--- src/rtl/lcd_pkg.sv ---
// lcd_pkg
// Shared definitions for the HD44780-style LCD read and write paths:
// mode encodings, busy-flag bit position, default bus timing constants
// and the state encodings of the read-side FSMs.
package lcd_pkg;

    // Read request modes (2'b11 is folded onto MODE_BFAC by norm_mode)
    localparam logic [1:0] MODE_BFAC = 2'b00;
    localparam logic [1:0] MODE_DATA = 2'b01;
    localparam logic [1:0] MODE_POLL = 2'b10;

    // Busy flag position within a BF/AC read
    localparam int BF_BIT = 7;

    // Default bus timing in system clocks (shared with the write path)
    localparam int LCD_SETUP_CYC = 4;
    localparam int LCD_EHIGH_CYC = 25;
    localparam int LCD_HOLD_CYC  = 2;
    localparam int LCD_RECOV_CYC = 25;
    localparam int LCD_POLL_MAX  = 4096;

    // Phases of one RW=1 bus cycle
    typedef enum logic [2:0] {
        CYC_IDLE,
        CYC_SETUP,
        CYC_STROBE,
        CYC_HOLD,
        CYC_RECOV
    } cyc_state_t;

    // Request-level sequencing around the bus cycles
    typedef enum logic [1:0] {
        BLK_IDLE,
        BLK_RUN,
        BLK_FINISH
    } blk_state_t;

    function automatic logic [1:0] norm_mode(input logic [1:0] m);
        return (m == 2'b11) ? MODE_BFAC : m;
    endfunction

    function automatic int max4(input int a, input int b, input int c, input int d);
        int m;
        m = a;
        if (b > m) m = b;
        if (c > m) m = c;
        if (d > m) m = d;
        return m;
    endfunction

endpackage

--- src/rtl/lcd_read_block_if.sv ---
// lcd_read_block_if
// Request/response handshake and LCD panel bus of the read controller.
//   req, mode        : start request and read mode (requester -> block)
//   busy, done       : operation in progress / one-cycle completion pulse
//   rd_data, bf, ac  : last sampled byte, busy flag, address counter
//   timeout          : poll ended with BF still set (valid with done)
//   lcd_data_in      : panel data bus, input side (panel -> block)
//   lcd_data_oe      : bus drive enable (always 0 for the read path)
//   lcd_rw, lcd_rs, lcd_e : panel control lines
interface lcd_read_block_if;
    logic       req;
    logic [1:0] mode;
    logic       busy;
    logic       done;
    logic [7:0] rd_data;
    logic       bf;
    logic [6:0] ac;
    logic       timeout;
    logic [7:0] lcd_data_in;
    logic       lcd_data_oe;
    logic       lcd_rw;
    logic       lcd_rs;
    logic       lcd_e;

    // Block side
    modport slave (
        input  req, mode, lcd_data_in,
        output busy, done, rd_data, bf, ac, timeout,
        output lcd_data_oe, lcd_rw, lcd_rs, lcd_e
    );

    // Requester / panel side
    modport master (
        output req, mode, lcd_data_in,
        input  busy, done, rd_data, bf, ac, timeout,
        input  lcd_data_oe, lcd_rw, lcd_rs, lcd_e
    );
endinterface

--- src/rtl/lcd_read_cycle.sv ---
// lcd_read_cycle
// One RW=1 panel bus cycle: SETUP -> STROBE (E high) -> HOLD -> RECOV.
// A single down-counter, loaded on each state entry, times every phase.
// Ports:
//   clk, reset : clock, async active-high reset
//   i_start    : begin a cycle (honoured in IDLE and on the last RECOV clock,
//                so back-to-back cycles chain with no idle gap)
//   i_rs       : RS level for this cycle
//   o_e/o_rw/o_rs : registered panel control lines
//   o_sample   : high on the final E-high clock; the owner captures data then
//   o_last     : high on the final RECOV clock
module lcd_read_cycle
    import lcd_pkg::*;
#(
    parameter int SETUP_CYC = LCD_SETUP_CYC,
    parameter int EHIGH_CYC = LCD_EHIGH_CYC,
    parameter int HOLD_CYC  = LCD_HOLD_CYC,
    parameter int RECOV_CYC = LCD_RECOV_CYC
) (
    input  logic clk,
    input  logic reset,
    input  logic i_start,
    input  logic i_rs,
    output logic o_e,
    output logic o_rw,
    output logic o_rs,
    output logic o_sample,
    output logic o_last
);

    localparam int CMAX = max4(SETUP_CYC, EHIGH_CYC, HOLD_CYC, RECOV_CYC);
    localparam int CW   = $clog2(CMAX + 1);

    cyc_state_t     r_state;
    logic [CW-1:0]  r_cnt;
    logic           r_e;
    logic           r_rw;
    logic           r_rs;
    logic           w_zero;

    assign w_zero = (r_cnt == '0);

    always_ff @(posedge clk or posedge reset) begin
        if (reset) begin
            r_state <= CYC_IDLE;
            r_cnt   <= '0;
            r_e     <= 1'b0;
            r_rw    <= 1'b0;
            r_rs    <= 1'b0;
        end else begin
            if (!w_zero) r_cnt <= r_cnt - CW'(1);
            case (r_state)
                CYC_IDLE: begin
                    if (i_start) begin
                        r_state <= CYC_SETUP;
                        r_cnt   <= CW'(SETUP_CYC - 1);
                        r_rw    <= 1'b1;
                        r_rs    <= i_rs;
                    end
                end
                CYC_SETUP: begin
                    if (w_zero) begin
                        r_state <= CYC_STROBE;
                        r_cnt   <= CW'(EHIGH_CYC - 1);
                        r_e     <= 1'b1;
                    end
                end
                CYC_STROBE: begin
                    if (w_zero) begin
                        r_state <= CYC_HOLD;
                        r_cnt   <= CW'(HOLD_CYC - 1);
                        r_e     <= 1'b0;
                    end
                end
                CYC_HOLD: begin
                    if (w_zero) begin
                        r_state <= CYC_RECOV;
                        r_cnt   <= CW'(RECOV_CYC - 1);
                        r_rw    <= 1'b0;
                        r_rs    <= 1'b0;
                    end
                end
                CYC_RECOV: begin
                    if (w_zero) begin
                        if (i_start) begin
                            // Chained cycle (poll retry or back-to-back request)
                            r_state <= CYC_SETUP;
                            r_cnt   <= CW'(SETUP_CYC - 1);
                            r_rw    <= 1'b1;
                            r_rs    <= i_rs;
                        end else begin
                            r_state <= CYC_IDLE;
                        end
                    end
                end
                default: r_state <= CYC_IDLE;
            endcase
        end
    end

    assign o_e      = r_e;
    assign o_rw     = r_rw;
    assign o_rs     = r_rs;
    assign o_sample = (r_state == CYC_STROBE) && w_zero;
    assign o_last   = (r_state == CYC_RECOV) && w_zero;

endmodule

--- src/rtl/lcd_read_block.sv ---
// lcd_read_block
// Read-side LCD controller. Accepts a request, runs one bus cycle (or, in
// poll mode, repeated BF/AC reads until BF clears or POLL_MAX reads are
// done) and reports the result with a one-cycle done pulse.
// Ports:
//   clk, reset : clock, async active-high reset
//   bus        : lcd_read_block_if.slave (request, result and panel bus)
module lcd_read_block
    import lcd_pkg::*;
#(
    parameter int SETUP_CYC = LCD_SETUP_CYC,
    parameter int EHIGH_CYC = LCD_EHIGH_CYC,
    parameter int HOLD_CYC  = LCD_HOLD_CYC,
    parameter int RECOV_CYC = LCD_RECOV_CYC,
    parameter int POLL_MAX  = LCD_POLL_MAX
) (
    input  logic             clk,
    input  logic             reset,
    lcd_read_block_if.slave  bus
);

    localparam int PW = $clog2(POLL_MAX + 1);

    blk_state_t    r_state;
    logic [1:0]    r_mode;
    logic [PW-1:0] r_poll;
    logic          r_busy;
    logic          r_done;
    logic          r_timeout;
    logic [7:0]    r_rd;
    logic          r_bf;
    logic [6:0]    r_ac;

    logic w_accept;
    logic w_again;
    logic w_start;
    logic w_rs;
    logic w_sample;
    logic w_last;
    logic w_e;
    logic w_rw;
    logic w_rs_pin;

    // A request is taken in IDLE and also in the FINISH cycle, so a held req
    // starts the next operation immediately after done.
    assign w_accept = ((r_state == BLK_IDLE) || (r_state == BLK_FINISH)) && bus.req;

    // Poll retry decision, made on the last recovery clock of a read
    assign w_again  = (r_state == BLK_RUN) && w_last && (r_mode == MODE_POLL) &&
                      r_bf && (r_poll < PW'(POLL_MAX - 1));

    assign w_start  = w_accept || w_again;

    // On accept the mode is not latched yet, so RS comes from the request
    assign w_rs     = w_accept ? (norm_mode(bus.mode) == MODE_DATA)
                               : (r_mode == MODE_DATA);

    lcd_read_cycle #(
        .SETUP_CYC (SETUP_CYC),
        .EHIGH_CYC (EHIGH_CYC),
        .HOLD_CYC  (HOLD_CYC),
        .RECOV_CYC (RECOV_CYC)
    ) u_cycle (
        .clk      (clk),
        .reset    (reset),
        .i_start  (w_start),
        .i_rs     (w_rs),
        .o_e      (w_e),
        .o_rw     (w_rw),
        .o_rs     (w_rs_pin),
        .o_sample (w_sample),
        .o_last   (w_last)
    );

    always_ff @(posedge clk or posedge reset) begin
        if (reset) begin
            r_state   <= BLK_IDLE;
            r_mode    <= MODE_BFAC;
            r_poll    <= '0;
            r_busy    <= 1'b0;
            r_done    <= 1'b0;
            r_timeout <= 1'b0;
            r_rd      <= 8'h00;
            r_bf      <= 1'b0;
            r_ac      <= 7'h00;
        end else begin
            r_done <= 1'b0;

            if (w_sample) begin
                r_rd <= bus.lcd_data_in;
                if (r_mode != MODE_DATA) begin
                    r_bf <= bus.lcd_data_in[BF_BIT];
                    r_ac <= bus.lcd_data_in[BF_BIT-1:0];
                end
            end

            case (r_state)
                BLK_IDLE, BLK_FINISH: begin
                    if (bus.req) begin
                        r_mode    <= norm_mode(bus.mode);
                        r_timeout <= 1'b0;
                        r_poll    <= '0;
                        r_busy    <= 1'b1;
                        r_state   <= BLK_RUN;
                    end else begin
                        r_state   <= BLK_IDLE;
                    end
                end
                BLK_RUN: begin
                    if (w_last) begin
                        if (w_again) begin
                            r_poll <= r_poll + PW'(1);
                        end else begin
                            r_state   <= BLK_FINISH;
                            r_busy    <= 1'b0;
                            r_done    <= 1'b1;
                            r_timeout <= (r_mode == MODE_POLL) && r_bf;
                        end
                    end
                end
                default: r_state <= BLK_IDLE;
            endcase
        end
    end

    assign bus.busy        = r_busy;
    assign bus.done        = r_done;
    assign bus.rd_data     = r_rd;
    assign bus.bf          = r_bf;
    assign bus.ac          = r_ac;
    assign bus.timeout     = r_timeout;
    assign bus.lcd_data_oe = 1'b0;
    assign bus.lcd_rw      = w_rw;
    assign bus.lcd_rs      = w_rs_pin;
    assign bus.lcd_e       = w_e;

endmodule
--- src/flat_wrapper.sv ---
// flat-port wrapper written by rule: the top's interface ports become plain ports
module lcd_read_block_flat import lcd_pkg::*;
#(
    parameter int SETUP_CYC = LCD_SETUP_CYC,
    parameter int EHIGH_CYC = LCD_EHIGH_CYC,
    parameter int HOLD_CYC  = LCD_HOLD_CYC,
    parameter int RECOV_CYC = LCD_RECOV_CYC,
    parameter int POLL_MAX  = LCD_POLL_MAX
)
  (clk, reset, bus_req, bus_mode, bus_lcd_data_in, bus_busy, bus_done, bus_rd_data, bus_bf, bus_ac, bus_timeout, bus_lcd_data_oe, bus_lcd_rw, bus_lcd_rs, bus_lcd_e);
  lcd_read_block_if bus_i ();
  input  logic clk;
  input  logic reset;
  input wire logic [$bits(bus_i.req)-1:0] bus_req;
  input wire logic [$bits(bus_i.mode)-1:0] bus_mode;
  input wire logic [$bits(bus_i.lcd_data_in)-1:0] bus_lcd_data_in;
  output wire logic [$bits(bus_i.busy)-1:0] bus_busy;
  output wire logic [$bits(bus_i.done)-1:0] bus_done;
  output wire logic [$bits(bus_i.rd_data)-1:0] bus_rd_data;
  output wire logic [$bits(bus_i.bf)-1:0] bus_bf;
  output wire logic [$bits(bus_i.ac)-1:0] bus_ac;
  output wire logic [$bits(bus_i.timeout)-1:0] bus_timeout;
  output wire logic [$bits(bus_i.lcd_data_oe)-1:0] bus_lcd_data_oe;
  output wire logic [$bits(bus_i.lcd_rw)-1:0] bus_lcd_rw;
  output wire logic [$bits(bus_i.lcd_rs)-1:0] bus_lcd_rs;
  output wire logic [$bits(bus_i.lcd_e)-1:0] bus_lcd_e;
  assign bus_i.req = bus_req;
  assign bus_i.mode = bus_mode;
  assign bus_i.lcd_data_in = bus_lcd_data_in;
  assign bus_busy = bus_i.busy;
  assign bus_done = bus_i.done;
  assign bus_rd_data = bus_i.rd_data;
  assign bus_bf = bus_i.bf;
  assign bus_ac = bus_i.ac;
  assign bus_timeout = bus_i.timeout;
  assign bus_lcd_data_oe = bus_i.lcd_data_oe;
  assign bus_lcd_rw = bus_i.lcd_rw;
  assign bus_lcd_rs = bus_i.lcd_rs;
  assign bus_lcd_e = bus_i.lcd_e;
  lcd_read_block #(.SETUP_CYC(SETUP_CYC), .EHIGH_CYC(EHIGH_CYC), .HOLD_CYC(HOLD_CYC), .RECOV_CYC(RECOV_CYC), .POLL_MAX(POLL_MAX)) u_core (.clk(clk), .reset(reset), .bus(bus_i));
endmodule
--- config.mk ---
export PLATFORM = sky130hd
export DESIGN_NAME = lcd_read_block_flat
export DESIGN_NICKNAME = d
export VERILOG_FILES = /design/src/rtl/lcd_pkg.sv /design/src/rtl/lcd_read_block_if.sv /design/src/rtl/lcd_read_cycle.sv /design/src/rtl/lcd_read_block.sv /design/src/flat_wrapper.sv
export SDC_FILE = /design/constraint.sdc
export NUM_CORES = 1
export LEC_CHECK = 0
export ABC_CLOCK_PERIOD_IN_PS = 2800
export CAP_MARGIN = 30
export CORE_UTILIZATION = 53
export DETAILED_ROUTE_END_ITERATION = 12
export PLACE_DENSITY = 0.79
export SKIP_CTS_REPAIR_TIMING = 1
export SYNTH_ARGS = -nofsm -noshare
export SYNTH_HDL_FRONTEND = slang
export SYNTH_SLANG_ARGS = --single-unit
--- constraint.sdc ---
create_clock -name clk -period 2.8 [get_ports clk]
set_input_delay 0.28 -clock clk [delete_from_list [all_inputs] [get_ports clk]]
set_output_delay 0.28 -clock clk [all_outputs]
set_load 0.005 [all_outputs]
## Word level (Yosys, flattened, before mapping)

Cells that the tools add are included.

- Flip-flop bits (word level): 47
- Bits of input ports: 13
- Output and inout port bits: 23
- Logic and storage cells: 106

- Add/sub/neg operators: 2
- Order comparisons: 1
- Equality and inequality tests: 20
- Muxes and demuxes: 43
- Reductions and logical operators: 26

Operators by type and width:

| kind | count |
|---|---|
| 13-bit 2-to-1 mux | 3 |
| 13-bit one-hot mux with 2 select lines | 1 |
| 5-bit 2-to-1 mux | 5 |
| 5-bit one-hot mux with 4 select lines | 1 |
| 1-bit 2-to-1 mux | 18 |
| 3-bit 2-to-1 mux | 5 |
| 3-bit one-hot mux with 5 select lines | 1 |
| 2-bit inequality test (second input constant) | 7 |
| 13-bit by 1-bit adder with 13-bit output (second input constant) | 1 |
| 13-bit by 12-bit less-than comparator with 1-bit output (second input constant) | 1 |
| 1-bit logical AND | 8 |
| 4-bit AND reduction | 2 |
| 2-bit by 1-bit == test with 1-bit output (second input constant) | 3 |
| 2-bit == test (second input constant) | 3 |
| 3-bit by 2-bit == test with 1-bit output (second input constant) | 2 |
| 2-bit 2-to-1 mux | 3 |
| 2-bit by 1-bit inequality test with 1-bit output (second input constant) | 3 |
| 1-bit one-hot mux with 2 select lines | 3 |
| 1-bit one-hot mux with 3 select lines | 2 |
| 2-bit AND reduction | 3 |
| 3-bit AND reduction | 2 |
| 5-bit logical NOT | 1 |
| 5-bit AND reduction | 1 |
| 5-bit by 1-bit subtractor with 5-bit output (second input constant) | 1 |
| other kinds (9) | 12 |

## Longest topological paths before layout

- Depth after elaboration: 10
- Mapped depth: 10
- Depth with buffers taken out: 10

## Modules after synthesis

From an unflattened synthesis, not the netlist that was laid out.

- Cell total of the unflattened synthesis: 221
- Area total of the unflattened synthesis: 2348.5 um^2

Modules (own cells, without submodules):

| module | times used | cells each | area an instance (um^2) | sequential area each (um^2) |
|---|---|---|---|---|
| lcd_read_block | 1 | 149 | 1720.4 | 900.9 |
| lcd_read_cycle | 1 | 72 | 628.1 | 275.3 |

## Worst setup path after synthesis

OpenSTA, ideal clock, no wires.

- Kind: reg-to-reg
- Start: reg u_core.u_cycle.r_cnt[0]
- End: reg u_core.r_poll[5]
- Setup time: 0.132 ns
- Data arrival time: 2.271 ns
- Required time: 2.668 ns
- Setup slack: 0.397 ns
- Stages on the path, launching flop included: 10
- Path buffers: 1
- Period minus slack after synthesis: 2.403 ns
- Cells stage by stage: dfrtp_1 > inv_1 > ha_1 > nor4b_4 > inv_2 > or4_4 > buf_2 > nor4_2 > xnor2_1 > nor2_1

- Cells in the longest elaborated chain, start to end: 8
- Elaborated cells on any way between the ends: 9
- Classes of those cells: 2 x eq/ne; 7 x reduce/logical

Ends and longest elaborated chain:

| item | RTL line | text |
|---|---|---|
| from (decl) | lcd_read_cycle.sv:35 | `logic [CW-1:0] r_cnt;` |
| from (signal assigned) | lcd_read_cycle.sv:51 | `if (!w_zero) r_cnt <= r_cnt - CW'(1);` |
| from (signal assigned) | lcd_read_cycle.sv:56 | `r_cnt <= CW'(SETUP_CYC - 1);` |
| from (signal assigned) | lcd_read_cycle.sv:64 | `r_cnt <= CW'(EHIGH_CYC - 1);` |
| 5-bit logical NOT * | lcd_read_cycle.sv:41 | `assign w_zero = (r_cnt == '0);` |
| 1-bit logical AND * | lcd_read_cycle.sv:105 | `assign o_last = (r_state == CYC_RECOV) && w_zero;` |
| 1-bit logical AND (3 in a row) | lcd_read_block.sv:49 | `assign w_again = (r_state == BLK_RUN) && w_last && (r_mode == MODE_POLL) &&` |
| 1-bit logical AND | lcd_read_block.sv:50 | `r_bf && (r_poll < PW'(POLL_MAX - 1));` |
| 2-bit by 1-bit inequality test with 1-bit output (no source line) | n/a |  |
| 4-bit AND reduction (no source line) * | n/a |  |
| to (signal assigned) | lcd_read_block.sv:112 | `r_poll <= r_poll + PW'(1);` |
| to (decl) | lcd_read_block.sv:26 | `logic [PW-1:0] r_poll;` |

Mark *: on every way between the ends. The rest lies on a longest branch, timed or not.
A chain may end at the register's enable or synchronous reset.

## Worst setup path in the final report

- Start: reg u_core.u_cycle.r_cnt[0]
- End: reg u_core.r_poll[0]

The elaborated chain is that of the path after synthesis.

==> flow_summary_export.csv <==
group,metric,value,unit
setup_path,cp_top_family,"simple AND/OR/NAND/NOR gates",
floorplan,coreArea,4060,sq um
floorplan,fp-row-count,23,
timing,finalMaxSlewViolations,0,
clocking,cts_root_buf,"clkbuf_8",
power,netSwitchingPower,0.269,mW
global_routing,grt_antenna_before_repair,0,
clocking,clkLatencyLatePin,0.30,ns
timing,holdWs,0.439,ns
logic_synthesis,synth_fa_ha_area_frac,0.0222,
setup_path,cp-end-kind,"flop",
power,p_clk_frac,0.401,
detailed_routing,drtAntennaViolNets,0,
final_layout,stdcell_area,2800,sq um
logic_synthesis,synth_area,2260,sq um
setup_path,worst-path-buf-inv,2,
setup_path,critPathLaunch,"u_core.u_cycle.r_cnt[0]",
final_layout,layout.nets,270,
timing,rsz0062_at_grt,"false",
power,switching_share,0.209,
logic_synthesis,yosys.cell_types.count,44,
floorplan,ios,36,
timing,fin_crit,2.56,ns
worst_hold_path,min_path_type,"input port to async pin",
timing,finalSetupTns,0,ns
logic_synthesis,synthTopCellsByArea,"dfrtp_1, mux2_2, xnor2_1",
timing,period_share,0.914,
global_routing,grt_pass1_vias,1713,
power,share_seq_of_total_power,0.547,
clocking,cts_tree,"built",
power,irDropWorstVdd,0.000380,V
setup_path,cp_max_fo,13,
logic_synthesis,syn_inst,213,
clocking,cts_buffers,5,
detailed_routing,drtIter0Drc,74,
setup_path,rr_startpoint,"u_core.u_cycle.r_cnt[0]",
floorplan,start_util,0.556,
power,p_comb_frac,0.051,
setup_path,cp.required,2.99,ns
setup_path,arrival,2.75,ns
timing,fin_skew,0.00935,ns
logic_synthesis,synth_ff_type,"dfrtp_1",
logic_synthesis,syn_nets,230,
logic_synthesis,synth_xor_area_frac,0.0466,
detailed_routing,viasPerCell,5.53,
final_layout,instances_no_fill,304,
logic_synthesis,ys_ff_latch,47,
timing,fmax,391,MHz
logic_synthesis,ys_seq_area_frac,0.521,
detailed_routing,drt-pass1-iter-count,4,
setup_path,r2r_end,"u_core.r_poll[0]",
setup_path,regToRegSetupSlack,0.24,ns
detailed_routing,avgRoutedWirePerCell,14.1,microns
job,cap_violations,0,
placement,post_dp_cell_area,2680,sq um
logic_synthesis,synthSimpleGateAreaFrac,0.209,
final_layout,final_util,0.691,
detailed_routing,drc,0,
final_layout,fillers,294,
setup_path,cp_slowest_stage_delay,0.66,ns
setup_path,cp-start-kind,"flop",
placement,place_congestion,0.800,
setup_path,crit_chain,"inv_1, ha_1, nor4b_4, inv_2, or4_4, o21ai_2, mux2_1",
final_layout,diodes,0,
global_routing,grt_first_pass_wirelength,7580,microns
power,p_per_area,460,nW/um^2
placement,io_buffers,34,
global_routing,grt_max_degree,48,
timing,slew_headroom,0.498,
clocking,cts_buffer_depth,2,
timing,worst_slew_pin_slew,0.747,ns
timing,setup_violations,0,
logic_synthesis,synth_top_area_frac,0.521,
setup_path,crit_path_top_delay_cell,"or4_4",
logic_synthesis,synthMuxAreaShare,0.0982,
logic_synthesis,yosys.area.top_type,"dfrtp_1",
placement,hpwl,3050,microns
logic_synthesis,synth_edf_count,0,
final_layout,drive_gt1_frac,0.165,
logic_synthesis,synthArstFlopShare,1.00,
detailed_routing,drt-total-wl,4290,microns
clocking,htreeDepth,2,
power,p_int,1.02,mW
logic_synthesis,yosys_warnings,0,
setup_path,crit_type,"flop to flop",
clocking,cts.sinks,47,
logic_synthesis,syn_area_per_cell,10.6,sq um
power,p_leak,1.20,nW
placement,dpl.cell_count,296,
floorplan,dieHeight,67.2,microns
detailed_routing,via_count,1681,
setup_path,ff2ff_path_depth,7,
final_layout,syn_to_final_growth,24.2,%
global_routing,grt_overflow,0,
logic_synthesis,synth_top_family_by_area,"simple AND/OR/NAND/NOR gates",
floorplan,die_area,4520,sq um
status,status,"complete, no violations",
clocking,clk_pin_slew,0.09,ns
global_routing,grtUsageTotal,0.226,
timing,hold_viol,0,
logic_synthesis,synth_compound_area_frac,0.0682,
floorplan,chipWidth,67.2,microns
[layout make-up]
class,count,area (sq um),share of cell area
Sequential cell,47,1180,0.420
Multi-Input combinational cell,148,1020,0.362
Timing Repair Buffer,41,393,0.140
Clock buffer,6,82.6,0.0295
Tap cell,50,62.6,0.0223
Inverter,10,37.5,0.0134
Clock inverter,2,35.0,0.0125
[worst max path at each step]
stage	endpoint	slack, ns	cells past startpoint
3_5_place_dp	u_core.r_poll[0]	0.14	7
6_report	u_core.r_poll[0]	0.24	7
3_3_place_gp	u_core.r_poll[0]	0.27	7
4_1_cts	u_core.r_poll[0]	0.13	7
5_1_grt	u_core.r_poll[10]	0.07	8
2_1_floorplan	u_core.r_poll[5]	0.40	9
[sequential cells by signal (all words and copies together), names as in the netlist]
name / cells
u_core.bus.rd_data: 8
u_core.bus.busy: 1
u_core.r_state: 2
u_core.u_cycle.r_state: 3
u_core.bus.done: 1
u_core.u_cycle.r_cnt: 5
u_core.bus.timeout: 1
u_core.bus.ac: 7
u_core.bus.bf: 1
u_core.r_poll: 13
u_core.u_cycle.o_rw: 1
u_core.u_cycle.o_e: 1
u_core.r_mode: 2
u_core.u_cycle.o_rs: 1
[routing by layer]
| layer | vias up | share of wire | GRT usage |
|---|---|---|---|
| met5 | - | 0 | 0 |
| met4 | 0 | 0.013 | 0.0798 |
| met3 | 7 | 0.073 | 0.0676 |
| met2 | 53 | 0.47 | 0.370 |
| met1 | 805 | 0.44 | 0.282 |
| li1 | 816 | - | - |
[synth_stat cells, types with 4 or more instances]
master	count
clkbuf_1	5
nand2_1	23
xnor2_1	11
ha_1	4
nor2_1	20
inv_1	9
mux2_2	14
nand3_1	9
o21ai_1	6
nor4_2	4
dfrtp_1	47
nor3_1	6
o21ai_0	9
[cell usage in the layout, fill, tap and decap left out, drive strengths merged, types with 2 or more instances in the layout]
cell           Yosys  routed
xnor2             11      11
nand2b             2       2
ha                 4       4
mux2i              3       3
nand4              2       2
nand3              9       9
nor4b              2       2
nor3               7       7
inv               10      10
nor2              20      20
a21oi              2       2
nand3b             3       3
a31oi              2       2
mux2              17      17
nor2b              3       3
nand2             23      23
clkdlybuf4s50      0      34
o21ai             15      15
nor4               7       7
clkbuf             5       6
or3b               2       2
buf                3       7
dfrtp             47      47
[per-stage QoR]
stage	power [mW]	setup WS, ns
after CTS	1.30	0.133
after global routing	1.34	0.0719
after detailed placement	0.786	0.143
final	1.29	0.241
after global placement	0.785	0.270
after floorplan	0.747	0.397
[power groups by stage]
stage	Sequential [mW]	Combinational, mW	Clock [mW]
finish	0.705	0.0663	0.517
global route	0.708	0.0758	0.553
CTS	0.705	0.0679	0.530
detailed placement	0.719	0.0676	0
global placement	0.718	0.0665	0
floorplan	0.717	0.0300	0
[cell families (layout without fill, tap and decap cells)]
logic type | count (synthesis) | count (layout)
compound gates | 26 | 26
xor+xnor | 12 | 12
fa+ha+maj | 4 | 4
buf+inv | 18 | 59
flops | 47 | 47
mux | 20 | 20
other cells | 1 | 1
simple gates | 85 | 85
[worst reg2reg max path, delay by kind of cell (launching register included)]
kind | cells | cell delay [ns]
AO/OA/AOI/OAI | 1 | 0.29
buffers and inverters | 2 | 0.23
multiplexers | 1 | 0.36
AND/OR/NAND/NOR | 2 | 0.92
adder cells (fa/ha/maj) | 1 | 0.22
flip-flops | 1 | 0.43
Power figures use the tool's default switching activity.
